--- src/rtl/fsm_seq_ctrl_if.sv ---
// fsm_seq_ctrl_if: decoder/memory handshake and control-enable bundle for the sequencer
interface fsm_seq_ctrl_if #(parameter int OPND_W = 2);
  logic              start;
  logic              inst_available;
  logic              halt;
  logic              mem_ready;
  logic [2:0]        opclass;
  logic [OPND_W-1:0] operand_len;
  logic              branch_taken;
  logic [3:0]        state;
  logic              read_en;
  logic              write_en;
  logic              pc_en;
  logic              pc_load;
  logic              ir_en;
  logic              opnd_en;
  logic [OPND_W-1:0] opnd_idx;
  logic              load_dp_out;
  logic              execute_en;
  logic              inst_mem_en;
  logic              busy;
  logic              fault;
  modport master (
    output start, inst_available, halt, mem_ready, opclass, operand_len, branch_taken,
    input  state, read_en, write_en, pc_en, pc_load, ir_en, opnd_en, opnd_idx,
           load_dp_out, execute_en, inst_mem_en, busy, fault
  );
  modport slave (
    input  start, inst_available, halt, mem_ready, opclass, operand_len, branch_taken,
    output state, read_en, write_en, pc_en, pc_load, ir_en, opnd_en, opnd_idx,
           load_dp_out, execute_en, inst_mem_en, busy, fault
  );
endinterface

--- src/rtl/fsm_seq_ctrl.sv ---
// fsm_seq_ctrl: instruction-control sequencer with operand fetch, memory wait/timeout, branch and halt
module fsm_seq_ctrl #(
  parameter int OPND_W      = 2,
  parameter int OPERAND_MAX = 2,
  parameter int WAIT_W      = 4,
  parameter int MEM_TIMEOUT = 15
) (
  input logic            clka,
  input logic            restart,
  fsm_seq_ctrl_if.slave  io_bus
);
  typedef enum logic [3:0] {
    S_IDLE = 4'h0, S_FETCH = 4'h1, S_DECODE = 4'h2, S_OPND_PC = 4'h3,
    S_OPND_FETCH = 4'h4, S_BRANCH = 4'h5, S_STORE = 4'h6, S_LOAD = 4'h7,
    S_LOAD_ALU = 4'h8, S_EXECUTE = 4'h9, S_PC_INC = 4'hA, S_FAULT = 4'hB,
    S_INST_WAIT = 4'hC, S_INST_WRITE = 4'hD
  } state_t;
  state_t            r_state, w_next, w_stall;
  logic [WAIT_W-1:0] r_wait_cnt;
  logic [OPND_W-1:0] r_opnd_idx, r_remaining;
  logic [2:0]        r_class;
  logic              w_mem, w_timeout, w_illegal;
  function automatic state_t f_dispatch(input logic [2:0] c);
    case (c)
      3'd0:    return S_INST_WAIT;
      3'd1:    return S_LOAD;
      3'd2:    return S_STORE;
      3'd3:    return S_BRANCH;
      3'd4:    return S_EXECUTE;
      3'd5:    return S_LOAD_ALU;
      default: return S_FAULT;
    endcase
  endfunction
  assign w_mem     = r_state inside {S_FETCH, S_OPND_FETCH, S_LOAD, S_STORE, S_LOAD_ALU};
  assign w_timeout = (MEM_TIMEOUT != 0) && (r_wait_cnt == WAIT_W'(MEM_TIMEOUT));
  assign w_stall   = w_timeout ? S_FAULT : r_state;
  assign w_illegal = (io_bus.opclass >= 3'd6) || (io_bus.operand_len > OPND_W'(OPERAND_MAX));
  // next-state selection; restart wins over every other input
  always_comb begin
    w_next = r_state;
    case (r_state)
      S_INST_WAIT:  w_next = io_bus.inst_available ? S_INST_WRITE : io_bus.start ? S_IDLE : S_INST_WAIT;
      S_INST_WRITE: w_next = io_bus.inst_available ? S_INST_WRITE : S_INST_WAIT;
      S_IDLE:       w_next = io_bus.halt ? S_IDLE : S_PC_INC;
      S_PC_INC:     w_next = S_FETCH;
      S_FETCH:      w_next = io_bus.mem_ready ? S_DECODE : w_stall;
      S_DECODE:     w_next = w_illegal ? S_FAULT : (io_bus.operand_len != '0) ? S_OPND_PC : f_dispatch(io_bus.opclass);
      S_OPND_PC:    w_next = S_OPND_FETCH;
      S_OPND_FETCH: w_next = io_bus.mem_ready ? ((r_remaining == OPND_W'(1)) ? f_dispatch(r_class) : S_OPND_PC) : w_stall;
      S_LOAD:       w_next = io_bus.mem_ready ? S_IDLE : w_stall;
      S_STORE:      w_next = io_bus.mem_ready ? S_IDLE : w_stall;
      S_LOAD_ALU:   w_next = io_bus.mem_ready ? S_EXECUTE : w_stall;
      S_EXECUTE:    w_next = S_IDLE;
      S_BRANCH:     w_next = S_IDLE;
      default:      w_next = S_FAULT;
    endcase
    if (restart) w_next = S_INST_WAIT;
  end
  // state register
  always_ff @(posedge clka) begin
    r_state <= w_next;
  end
  // wait counter, operand bookkeeping and latched instruction class
  always_ff @(posedge clka) begin
    if (restart) begin
      r_wait_cnt  <= '0;
      r_opnd_idx  <= '0;
      r_remaining <= '0;
      r_class     <= '0;
    end else begin
      r_wait_cnt <= (w_next != r_state) ? '0 : (w_mem && !io_bus.mem_ready) ? r_wait_cnt + 1'b1 : r_wait_cnt;
      if (r_state == S_DECODE) begin
        r_class     <= io_bus.opclass;
        r_remaining <= io_bus.operand_len;
        r_opnd_idx  <= '0;
      end else if (r_state == S_OPND_FETCH && io_bus.mem_ready) begin
        r_opnd_idx  <= r_opnd_idx + 1'b1;
        r_remaining <= r_remaining - 1'b1;
      end
    end
  end
  assign io_bus.state       = r_state;
  assign io_bus.read_en     = r_state inside {S_FETCH, S_OPND_FETCH, S_LOAD, S_LOAD_ALU};
  assign io_bus.write_en    = r_state == S_STORE;
  assign io_bus.pc_en       = r_state inside {S_PC_INC, S_OPND_PC};
  assign io_bus.pc_load     = (r_state == S_BRANCH) && io_bus.branch_taken;
  assign io_bus.ir_en       = (r_state == S_FETCH) && io_bus.mem_ready;
  assign io_bus.opnd_en     = (r_state == S_OPND_FETCH) && io_bus.mem_ready;
  assign io_bus.opnd_idx    = (r_state == S_INST_WAIT) ? '0 : r_opnd_idx;
  assign io_bus.load_dp_out = (r_state == S_LOAD) && io_bus.mem_ready;
  assign io_bus.execute_en  = r_state == S_EXECUTE;
  assign io_bus.inst_mem_en = r_state == S_INST_WRITE;
  assign io_bus.busy        = !(r_state inside {S_INST_WAIT, S_IDLE, S_FAULT});
  assign io_bus.fault       = r_state == S_FAULT;
endmodule

--- src/flat_wrapper.sv ---
// flat-port wrapper written by rule: the top's interface ports become plain ports
module fsm_seq_ctrl_flat 
#(
  parameter int OPND_W      = 2,
  parameter int OPERAND_MAX = 2,
  parameter int WAIT_W      = 4,
  parameter int MEM_TIMEOUT = 15
)
  (clka, restart, io_bus_start, io_bus_inst_available, io_bus_halt, io_bus_mem_ready, io_bus_opclass, io_bus_operand_len, io_bus_branch_taken, io_bus_state, io_bus_read_en, io_bus_write_en, io_bus_pc_en, io_bus_pc_load, io_bus_ir_en, io_bus_opnd_en, io_bus_opnd_idx, io_bus_load_dp_out, io_bus_execute_en, io_bus_inst_mem_en, io_bus_busy, io_bus_fault);
  fsm_seq_ctrl_if #(.OPND_W(OPND_W)) io_bus_i ();
  input logic clka;
  input logic restart;
  input wire logic [$bits(io_bus_i.start)-1:0] io_bus_start;
  input wire logic [$bits(io_bus_i.inst_available)-1:0] io_bus_inst_available;
  input wire logic [$bits(io_bus_i.halt)-1:0] io_bus_halt;
  input wire logic [$bits(io_bus_i.mem_ready)-1:0] io_bus_mem_ready;
  input wire logic [$bits(io_bus_i.opclass)-1:0] io_bus_opclass;
  input wire logic [$bits(io_bus_i.operand_len)-1:0] io_bus_operand_len;
  input wire logic [$bits(io_bus_i.branch_taken)-1:0] io_bus_branch_taken;
  output wire logic [$bits(io_bus_i.state)-1:0] io_bus_state;
  output wire logic [$bits(io_bus_i.read_en)-1:0] io_bus_read_en;
  output wire logic [$bits(io_bus_i.write_en)-1:0] io_bus_write_en;
  output wire logic [$bits(io_bus_i.pc_en)-1:0] io_bus_pc_en;
  output wire logic [$bits(io_bus_i.pc_load)-1:0] io_bus_pc_load;
  output wire logic [$bits(io_bus_i.ir_en)-1:0] io_bus_ir_en;
  output wire logic [$bits(io_bus_i.opnd_en)-1:0] io_bus_opnd_en;
  output wire logic [$bits(io_bus_i.opnd_idx)-1:0] io_bus_opnd_idx;
  output wire logic [$bits(io_bus_i.load_dp_out)-1:0] io_bus_load_dp_out;
  output wire logic [$bits(io_bus_i.execute_en)-1:0] io_bus_execute_en;
  output wire logic [$bits(io_bus_i.inst_mem_en)-1:0] io_bus_inst_mem_en;
  output wire logic [$bits(io_bus_i.busy)-1:0] io_bus_busy;
  output wire logic [$bits(io_bus_i.fault)-1:0] io_bus_fault;
  assign io_bus_i.start = io_bus_start;
  assign io_bus_i.inst_available = io_bus_inst_available;
  assign io_bus_i.halt = io_bus_halt;
  assign io_bus_i.mem_ready = io_bus_mem_ready;
  assign io_bus_i.opclass = io_bus_opclass;
  assign io_bus_i.operand_len = io_bus_operand_len;
  assign io_bus_i.branch_taken = io_bus_branch_taken;
  assign io_bus_state = io_bus_i.state;
  assign io_bus_read_en = io_bus_i.read_en;
  assign io_bus_write_en = io_bus_i.write_en;
  assign io_bus_pc_en = io_bus_i.pc_en;
  assign io_bus_pc_load = io_bus_i.pc_load;
  assign io_bus_ir_en = io_bus_i.ir_en;
  assign io_bus_opnd_en = io_bus_i.opnd_en;
  assign io_bus_opnd_idx = io_bus_i.opnd_idx;
  assign io_bus_load_dp_out = io_bus_i.load_dp_out;
  assign io_bus_execute_en = io_bus_i.execute_en;
  assign io_bus_inst_mem_en = io_bus_i.inst_mem_en;
  assign io_bus_busy = io_bus_i.busy;
  assign io_bus_fault = io_bus_i.fault;
  fsm_seq_ctrl #(.OPND_W(OPND_W), .OPERAND_MAX(OPERAND_MAX), .WAIT_W(WAIT_W), .MEM_TIMEOUT(MEM_TIMEOUT)) u_core (.clka(clka), .restart(restart), .io_bus(io_bus_i));
endmodule
--- config.mk ---
export PLATFORM = sky130hd
export DESIGN_NAME = fsm_seq_ctrl_flat
export DESIGN_NICKNAME = d
export VERILOG_FILES = /design/src/rtl/fsm_seq_ctrl_if.sv /design/src/rtl/fsm_seq_ctrl.sv /design/src/flat_wrapper.sv
export SDC_FILE = /design/constraint.sdc
export NUM_CORES = 1
export LEC_CHECK = 0
export ABC_AREA = 1
export CORE_UTILIZATION = 35
export CTS_CLUSTER_DIAMETER = 120
export DETAILED_ROUTE_END_ITERATION = 6
export PLACE_DENSITY = 0.69
export SYNTH_ARGS = -nofsm -noshare
export SYNTH_HDL_FRONTEND = slang
export SYNTH_SLANG_ARGS = --single-unit
--- constraint.sdc ---
create_clock -name clka -period 4.4 [get_ports clka]
set_input_delay 1.1 -clock clka [delete_from_list [all_inputs] [get_ports clka]]
set_output_delay 1.1 -clock clka [all_outputs]
set_load 0.05 [all_outputs]
==> metrics.txt <==
path category of the worst min-delay check=reg -> reg; count of distinct cell types in the synthesized netlist=27; max-slew violation total from the final report=0; origin of the worst min-delay path=u_core.r_opnd_idx[0]$_SDFFE_PP0P_; Register-to-Register Path Depth=13; clock-pin slew reported for the worst setup and hold paths after clock tree synthesis=about 0.070 ns; Congestion Overflow GR=0; first-pass GRT wire length=5.31 mm; netlist area before placement=1310 um^2; number of hold-repair buffers added at the cts stage=0; number of H-tree levels=1; critical path cell sequence=clkdlybuf4s50_1, inv_1, nor2_1, clkdlybuf4s50_1; Pre-Repair DR Iteration Count=4; DRT iter0 DRCs=57; maximum number of pins on one net before global-route repair=13; unrepaired setup endpoints after global routing=no; Die Height=63.2 um; cell area after layout=1650 um^2; initial standard-cell utilization of the core=37.8%; maximum clock insertion buffer count=2; number of buffers created by CTS=3; quantity of gates resized following cts=0; Avg WL per Cell=10.5 um; clock tree from TritonCTS=built; result of the run=finished, final reports clean; data required time of the critical path=3.30 ns; dominant cells by area after synthesis=sky130_fd_sc_hd__dfxtp_1 (23%), sky130_fd_sc_hd__nand2_1 (16%), sky130_fd_sc_hd__inv_1 (9.2%), sky130_fd_sc_hd__nor2_1 (7.4%), sky130_fd_sc_hd__nand3_1 (7.3%); initial antenna violation count=0; layout-stage area growth over the synthesis result=25.9%; share of the clock period used by the worst path after layout=87.5%; Post-Synthesis Net Count=231; post-DP HPWL=around 2.5 mm; Final Hold Fails=0; CP Data Arrival Time=2.75 ns; routed via count divided by cell count=4.60; type of origin of the critical path=input port; Rel. slew slack=approximately 67%; # nets final=259; horizontal die dimension=63.2 um; Reg2Reg Setup Slack=2.45 ns; Critical Path End Type=output pin; cell with the most instances on the worst path=sky130_fd_sc_hd__clkdlybuf4s50_1; worst flop-to-flop path endpoint=u_core.r_wait_cnt[1]$_SDFFE_PP0P_; time the final worst path needs with I/O delays and setup=3.85 ns; most frequent cells in the layout=sky130_fd_sc_hd__nand2_1 (55), sky130_fd_sc_hd__inv_1 (32), sky130_fd_sc_hd__clkdlybuf4s50_1 (27); Worst Setup Path Type=in -> out; count of buffers added by post-CTS timing repair for setup=0; total of max-cap violations=0; most common cell after layout, fill and taps aside=sky130_fd_sc_hd__nand2_1; Worst-Skew Late Latency=0.25 ns; Slowest cell on crit path=sky130_fd_sc_hd__clkdlybuf4s50_1; via count of the first global-routing pass=1223; number of sinks driven by the clock tree=15; area fraction of the dominant cell type after synthesis=between 20% and 30%; core region area=3470 um^2; Max Clock Skew=between 0.005 and 0.006 ns; peak fanout along the critical path=12; worst supply voltage drop on vdd=0.191 mV; Gate Count Post-Synth=around 220; placed inst area=1600 um^2; Port Buf Inserts=28; Vias=1335; setup TNS after final layout=0 ns; Max Fclk=260 MHz; root cell of the clock tree=sky130_fd_sc_hd__clkbuf_8; Placer Congestion=0.864; count of yosys warnings during synthesis=0; area enclosed by the die boundary=4000 um^2; Global Route Usage Sum=16.7%; cell leakage power=approximately 0.00077 uW; total DRC errors in the routed layout=0; Std-Cell Rows=21; flip-flop and latch count after synthesis=15; Power per Cell Area=606 nW/um^2; mean area per synthesized cell=6.04 um^2; dominant cell type by area after synthesis=sky130_fd_sc_hd__dfxtp_1; Reg2Reg Launch Point=u_core.io_bus.state[2]$_DFF_P_; Antenna Diode Count=0; layout cell share with drive strength beyond 1=between 10% and 20%; Hold Slack=0.481 ns; Final Setup Violations=0; drt total wl=3.05 mm; sequential-to-total area share from yosys stat=22.9%; I/O pins=29; pin slew with the least headroom to its limit=between 0.4 and 0.5 ns; Largest stage delay, worst path=just over 0.8 ns; hold-critical path depth=2; remaining antenna violation count after routing=0; endpoint with the worst hold slack=u_core.r_opnd_idx[0]$_SDFFE_PP0P_
## cell families (layout without fill, tap and decap cells)
kind of cell,after synthesis,after routing,share of synthesized area [%]
AOI/OAI and AO/OA,21,21,8.97
xor gates and xnor gates,3,3,2.00
adders and majority gates,2,2,1.91
buffers and inverters,44,71,14.4
DFF,15,15,22.9
muxes,1,1,0.859
and+or+nand+nor,131,131,48.9
## critical path: cells and delay by family
kind	cells	cell delay [ns]
and+or+nand+nor	1	0.15
buffers and inverters	3	1.50
## state kept, by name (all words and copies together), names as in the netlist
name / flops
u_core.r_class: 3
u_core.r_opnd_idx: 2
u_core.r_remaining: 2
u_core.r_wait_cnt: 4
u_core.io_bus.state: 4
## layout make-up
cell class                 count  area, um^2
sequential                    15         300
clock buffer                   3        41.3
tap                           46        57.6
inverter                      39         146
timing repair buffer          28         278
fill                         387        1820
clock inverter                 1        5.00
multi-input combinational    158         822
## Yosys cell counts
library cell / n
sky130_fd_sc_hd__mux2_2: 1
sky130_fd_sc_hd__dfxtp_1: 15
sky130_fd_sc_hd__nand2_4: 1
sky130_fd_sc_hd__nor2_4: 2
sky130_fd_sc_hd__buf_6: 2
sky130_fd_sc_hd__buf_2: 1
sky130_fd_sc_hd__nand3_1: 19
sky130_fd_sc_hd__inv_1: 32
sky130_fd_sc_hd__ha_1: 2
sky130_fd_sc_hd__nor4_2: 1
sky130_fd_sc_hd__o21ai_0: 9
sky130_fd_sc_hd__nor2_2: 7
sky130_fd_sc_hd__a31oi_1: 1
sky130_fd_sc_hd__nand4_1: 2
sky130_fd_sc_hd__a21oi_1: 6
sky130_fd_sc_hd__a21oi_2: 1
sky130_fd_sc_hd__buf_4: 2
sky130_fd_sc_hd__nor2_1: 26
sky130_fd_sc_hd__nand3b_1: 1
sky130_fd_sc_hd__nand2_2: 10
sky130_fd_sc_hd__xor2_1: 1
sky130_fd_sc_hd__o21ai_1: 1
sky130_fd_sc_hd__xnor2_1: 2
sky130_fd_sc_hd__nand2_1: 55
sky130_fd_sc_hd__inv_2: 7
sky130_fd_sc_hd__nand3_2: 7
sky130_fd_sc_hd__a211oi_1: 3
## report_power, final
part           leakage (uW)  total, uW  internal (uW)  switching, uW
sequential         0.000122        212            161           50.8
combinational      0.000627        672            218            454
clock             0.0000255        115           62.8           52.4
## worst max path at each step
stage                              startpoint                  to  slack, ns  cells past startpoint
3_5_place_dp                 io_bus_mem_ready  io_bus_load_dp_out       0.54                      4
4_1_cts                      io_bus_mem_ready        io_bus_ir_en       0.54                      4
3_3_place_gp                 io_bus_mem_ready  io_bus_load_dp_out       0.57                      4
6_report                     io_bus_mem_ready        io_bus_ir_en       0.55                      4
2_1_floorplan  u_core.io_bus.state[2]$_DFF_P_         io_bus_busy       0.83                      5
5_1_grt                      io_bus_mem_ready        io_bus_ir_en       0.45                      4
## per-stage QoR
step / cells / total power (uW) / utilization (%) / setup WS, ns
after floorplan: 217 / 731 / - / 0.828
after global placement: 286 / 884 / 46.2 / 0.572
after detailed placement: 286 / 887 / 46.2 / 0.542
after CTS: 290 / 1010 / 47.6 / 0.538
after global routing: 290 / 1090 / 47.6 / 0.448
final: 290 / 999 / 47.6 / 0.549
## routing by layer
| metal | part of all wire, % | track usage, % | up-vias |
|---|---|---|---|
| met5 | 0 | 0 | - |
| li1 | - | - | 727 |
| met1 | 53 | 22.3 | 573 |
| met4 | 1.6 | 6.82 | 0 |
| met2 | 42 | 26.6 | 30 |
| met3 | 3.9 | 2.36 | 5 |
Power figures use the tool's default switching activity.
